## config.mk

```make
export PLATFORM = sky130hd
export DESIGN_NAME = truth_table_sweeper
export DESIGN_NICKNAME = d
export VERILOG_FILES = /design/src/rtl/truth_table_sweeper.sv
export SDC_FILE = /design/constraint.sdc
export NUM_CORES = 1
export LEC_CHECK = 0
export CAP_MARGIN = 10
export CORE_UTILIZATION = 25
export CTS_CLUSTER_SIZE = 28
export DETAILED_ROUTE_END_ITERATION = 10
export MAX_ROUTING_LAYER = met4
export PLACE_DENSITY = 0.55
export REMOVE_ABC_BUFFERS = 1
export SYNTH_ARGS = -nofsm -noshare
export SYNTH_HDL_FRONTEND = slang
export SYNTH_SLANG_ARGS = --single-unit
```

## constraint.sdc

```tcl
create_clock -name clk -period 1.8 [get_ports clk]
set_input_delay 0.18 -clock clk [delete_from_list [all_inputs] [get_ports clk]]
set_output_delay 0.18 -clock clk [all_outputs]
set_load 0.005 [all_outputs]
```

## src/rtl/truth_table_sweeper.sv

```systemverilog
// Exhaustive stimulus sequencer: drives every input vector to a small combinational unit,
// records its 1-bit response and compares the result with an expected table. Optional macro: TT_SWEEP_STOP_ON_FAIL_EN.
module truth_table_sweeper #(
    parameter int N_IN   = 2,
    parameter int SETTLE = 1
) (
    input  logic                   clk,
    input  logic                   reset_n,
    input  logic                   start,
    input  logic [(1<<N_IN)-1:0]   exp_table,
    input  logic                   dut_out,
    output logic [N_IN-1:0]        dut_in,
    output logic                   busy,
    output logic                   done,
    output logic                   pass,
    output logic [N_IN-1:0]        fail_idx,
    output logic [(1<<N_IN)-1:0]   captured
);

    localparam int NV = 1 << N_IN;
    localparam logic [N_IN:0] LAST_IDX = (N_IN+1)'(NV - 1);
    localparam logic [3:0]    SETTLE_W = 4'(SETTLE);
    localparam logic [N_IN:0] IDX_ONE  = {{N_IN{1'b0}}, 1'b1};

    typedef enum logic [0:0] {IDLE = 1'b0, HOLD = 1'b1} state_t;

    state_t          state_q, state_d;
    logic [N_IN:0]   idx_q, idx_d;
    logic [3:0]      settle_q, settle_d;
    logic            busy_q, busy_d;
    logic            done_q, done_d;
    logic            pass_q, pass_d;
    logic            mism_q, mism_d;
    logic [N_IN-1:0] fail_idx_q, fail_idx_d;
    logic [NV-1:0]   captured_q, captured_d;
    logic [NV-1:0]   exp_q, exp_d;
    logic            mis_s;
    logic            stop_s;

    // Next-state logic: start acceptance, settle counting and per-vector sampling.
    always_comb begin
        state_d    = state_q;
        idx_d      = idx_q;
        settle_d   = settle_q;
        busy_d     = busy_q;
        done_d     = 1'b0;
        pass_d     = pass_q;
        mism_d     = mism_q;
        fail_idx_d = fail_idx_q;
        captured_d = captured_q;
        exp_d      = exp_q;
        mis_s      = 1'b0;
        stop_s     = 1'b0;
        case (state_q)
            IDLE: begin
                if (start) begin
                    state_d    = HOLD;
                    exp_d      = exp_table;
                    captured_d = '0;
                    pass_d     = 1'b0;
                    mism_d     = 1'b0;
                    fail_idx_d = '0;
                    idx_d      = '0;
                    settle_d   = 4'd0;
                    busy_d     = 1'b1;
                end else begin
                    state_d = IDLE;
                end
            end
            HOLD: begin
                if (settle_q == SETTLE_W) begin
                    captured_d[idx_q[N_IN-1:0]] = dut_out;
                    mis_s    = (dut_out != exp_q[idx_q[N_IN-1:0]]);
                    settle_d = 4'd0;
                    if (mis_s && !mism_q) begin
                        mism_d     = 1'b1;
                        fail_idx_d = idx_q[N_IN-1:0];
                    end else begin
                        mism_d = mism_q;
                    end
`ifdef TT_SWEEP_STOP_ON_FAIL_EN
                    stop_s = (idx_q == LAST_IDX) || mis_s;
`else
                    stop_s = (idx_q == LAST_IDX);
`endif
                    if (stop_s) begin
                        // Compare against the table including the bit sampled on this edge.
                        state_d = IDLE;
                        busy_d  = 1'b0;
                        done_d  = 1'b1;
                        idx_d   = '0;
                        pass_d  = (captured_d == exp_q);
                    end else begin
                        idx_d = idx_q + IDX_ONE;
                    end
                end else begin
                    settle_d = settle_q + 4'd1;
                end
            end
            default: begin
                state_d = IDLE;
                busy_d  = 1'b0;
                idx_d   = '0;
            end
        endcase
    end

    // State and output registers, cleared asynchronously.
    always_ff @(posedge clk or negedge reset_n) begin
        if (!reset_n) begin
            state_q    <= IDLE;
            idx_q      <= '0;
            settle_q   <= 4'd0;
            busy_q     <= 1'b0;
            done_q     <= 1'b0;
            pass_q     <= 1'b0;
            mism_q     <= 1'b0;
            fail_idx_q <= '0;
            captured_q <= '0;
            exp_q      <= '0;
        end else begin
            state_q    <= state_d;
            idx_q      <= idx_d;
            settle_q   <= settle_d;
            busy_q     <= busy_d;
            done_q     <= done_d;
            pass_q     <= pass_d;
            mism_q     <= mism_d;
            fail_idx_q <= fail_idx_d;
            captured_q <= captured_d;
            exp_q      <= exp_d;
        end
    end

    assign dut_in   = idx_q[N_IN-1:0];
    assign busy     = busy_q;
    assign done     = done_q;
    assign pass     = pass_q;
    assign fail_idx = fail_idx_q;
    assign captured = captured_q;

endmodule

```

==> results.yml <==
yosys:
  synth_top_area_share_pct: 47.9
  ys_types: 29
  syn_area_per_cell_um2: 11.5
  synth-seq-area-share_pct: 47.9
  synth_cells: 100
  synth.area.top_cells: "dfrtp_1 (48%), mux2i_1 (7.0%), ha_1 (6.5%)"
  post-synth-top-area-cell: "dfrtp_1"
  synth_seq_cells: 22
  syn_area_mm2: 0.00115
  yosysWarnings: 0
sta:
  rsz0062_at_grt: "no"
  fin_hold_ws_ns: 0.261
  period_minus_slack_ns: 1.67
  setup_viol: 0
  fin_setup_tns_ns: 0
  worstMarginPinSlew_ns: 0.358
  finalClockSkew_ns: 0.00676
  relSlewSlack_pct: 75.8
  fin_crit_sh_pct: 92.7
  hold_violations: 0
  report.final.slew_viol_count: 0
  fmax_ghz: 0.600
grt:
  antenna_found_initial: 0
  grt_max_degree: 23
  grt_pass1_wl_mm: 4.15
  grt_overflow: 0
  grt_pass1_vias: 885
  groute.usage.overall_pct: 11.2
detailed_routing:
  drt_iter0_markers: 35
  routed_wl_mm: 2.35
  drt-vias-per-instance: 4.73
  top_layer: "met4"
  drt_first_pass_iters: 4
  routed-wl-met3_um: 70
  wire_per_inst_um: 13.5
  wl_met1_mm: 1.08
  antenna_left: 0
  wl_met2_mm: 1.19
  route.detailed.drc: 0
  num_vias: 827
power_and_ir_drop:
  p_per_area_mw_per_mm2: 1570
  ir_drop_uv: 633
  p_leak_uw: 0.000654
place:
  gp_congestion: 0.783
  port_buffers: 18
  hpwl_mm: 1.81
cts:
  clock-sinks: 22
  clk_transition_reported_paths_ns: 0.08
  cts_made_buffers: 3
  clk-insertion-delay-late_ns: 0.26
  root_buffer: "clkbuf_8"
  cts_tree: "yes"
  cts_htree_levels: 1
  clock_path_buffers: 2
cells_and_area:
  fillerInstances: 456
  seq_area_um2: 552
  nets: 139
  multiInputGateArea_um2: 566
  diodes: 0
  layout-drive-gt1-share_pct: 17.1
  areaGrowthSynthToFinish_pct: 28.1
  mostFrequentLayoutCells: "dfrtp_1 (21), clkdlybuf4s50_1 (18), nand2_1 (10)"
  final_common_cell: "dfrtp_1"
floorplanning:
  die_w_um: 69.8
  dieArea_mm2: 0.00487
  io_pins: 19
  start_util_pct: 26.2
  die_h_um: 69.8
  core_mm2: 0.00438
  row_count: 24
hold_path:
  worstHoldPathType: "in -> async"
status:
  status: "finished clean"
flow_run:
  max_cap_viol_count: 0
setup_path:
  start_kind: "register"
  reg2reg_slack_ns: 0.13
  cp-end-kind: "register"
  path_cells: "mux4_2 -> xnor2_2 -> nor3_4 -> mux2i_1"
  arrival_ns: 1.86
  critPathMaxStageDelay_ns: 0.54
  r2r-end: "fail_idx[1]$_DFFE_PN0P_"
  path_class: "reg -> reg"
  timing.rr.start: "idx_q[0]$_DFFE_PN0P_"
  slowest_stage: "mux4_2"
  rr_worst_depth: 4
  critPathMaxFanout: 5
  startpoint: "idx_q[0]$_DFFE_PN0P_"
  critical_path_required_ns: 1.99
  endpoint: "fail_idx[1]$_DFFE_PN0P_"
[where the power goes]
part	switching (µW)	internal, µW
Sequential	213	704
Combinational	454	635
Clock	161	149
[synth_stat cells, drive strengths merged]
| cell type | number |
|---|---|
| nor2 | 2 |
| o31ai | 2 |
| clkbuf | 1 |
| xor2 | 3 |
| mux2i | 8 |
| a21o | 2 |
| a22o | 4 |
| nand2b | 3 |
| nand4bb | 1 |
| o311ai | 1 |
| mux4 | 1 |
| xnor2 | 3 |
| o21ai | 7 |
| nor3 | 1 |
| nor2b | 1 |
| or3 | 1 |
| buf | 3 |
| and2 | 1 |
| nand3 | 4 |
| ha | 6 |
| a21oi | 1 |
| dfrtp | 22 |
| and4bb | 1 |
| nand2 | 10 |
| inv | 6 |
| nor3b | 1 |
| mux2 | 4 |
[routing by layer]
metal / GRT usage [%] / vias up
li1: - / 392
met1: 13.4 / 421
met2: 18.9 / 12
met3: 3.20 / 2
met4: 2.00 / 0
met5: - / -
[what timing repair did]
item	4_1_cts	5_1_grt
resized for setup	0	3
buffers inserted	0	1
setup endpoints to repair	0	1
hold buffers	0	0
[kinds of logic (layout without fill, tap and decap cells)]
family / count (synthesis) / in the layout / share of synthesized area, %
AOI/OAI and AO/OA: 17 / 17 / 10.0
xor gates and xnor gates: 6 / 6 / 4.58
adders and majority gates: 6 / 6 / 6.54
buffers and inverters: 10 / 33 / 4.03
DFF: 22 / 22 / 47.9
muxes: 13 / 13 / 12.9
and+or+nand+nor: 26 / 26 / 14.1
[flip-flops by register name, indices dropped and copies added (netlist names)]
signal	flops
captured	4
idx_q	3
mism_q	1
done	1
settle_q	4
state_q	1
pass	1
fail_idx	2
busy	1
exp_q	4
[cell type report]
type	instances	area share, %
well taps	52	4.42
multi-input cells	68	38.4
repair buffers	24	15.3
clock buffers	3	2.81
inverters	6	1.53
flip-flops and latches	22	37.5
[how the worst min path moves through the flow]
stage	from	endpoint	cells after the start
6_report	reset_n	exp_q[0]$_DFFE_PN0P_	2
2_1_floorplan	reset_n	busy$_DFFE_PN0P_	0
5_1_grt	reset_n	exp_q[2]$_DFFE_PN0P_	2
4_1_cts	reset_n	done$_DFF_PN0_	2
3_3_place_gp	busy$_DFFE_PN0P_	busy$_DFFE_PN0P_	2
3_5_place_dp	busy$_DFFE_PN0P_	busy$_DFFE_PN0P_	2
[through the flow]
stage / utilization (%) / std cells / cell area [µm²] / setup slack (ns) / power (µW)
global route: 33.6 / 175 / 1470 / 0.00455 / 2510
global placement: 32.1 / 171 / 1410 / 0.143 / 1950
detailed placement: 32.1 / 171 / 1410 / 0.107 / 1970
floorplan: - / 96 / 1120 / 0.230 / 1560
finish: 33.6 / 175 / 1470 / 0.132 / 2320
CTS: 33.0 / 174 / 1450 / 0.0878 / 2290
[worst max-delay path, delay by kind of cell, from the launching register on]
| kind | cells | cell delay (ns) |
|---|---|---|
| DFF | 1 | 0.41 |
| muxes | 2 | 0.76 |
| xor gates and xnor gates | 1 | 0.17 |
| and+or+nand+nor | 1 | 0.25 |
(Power assumes the default switching activity.)
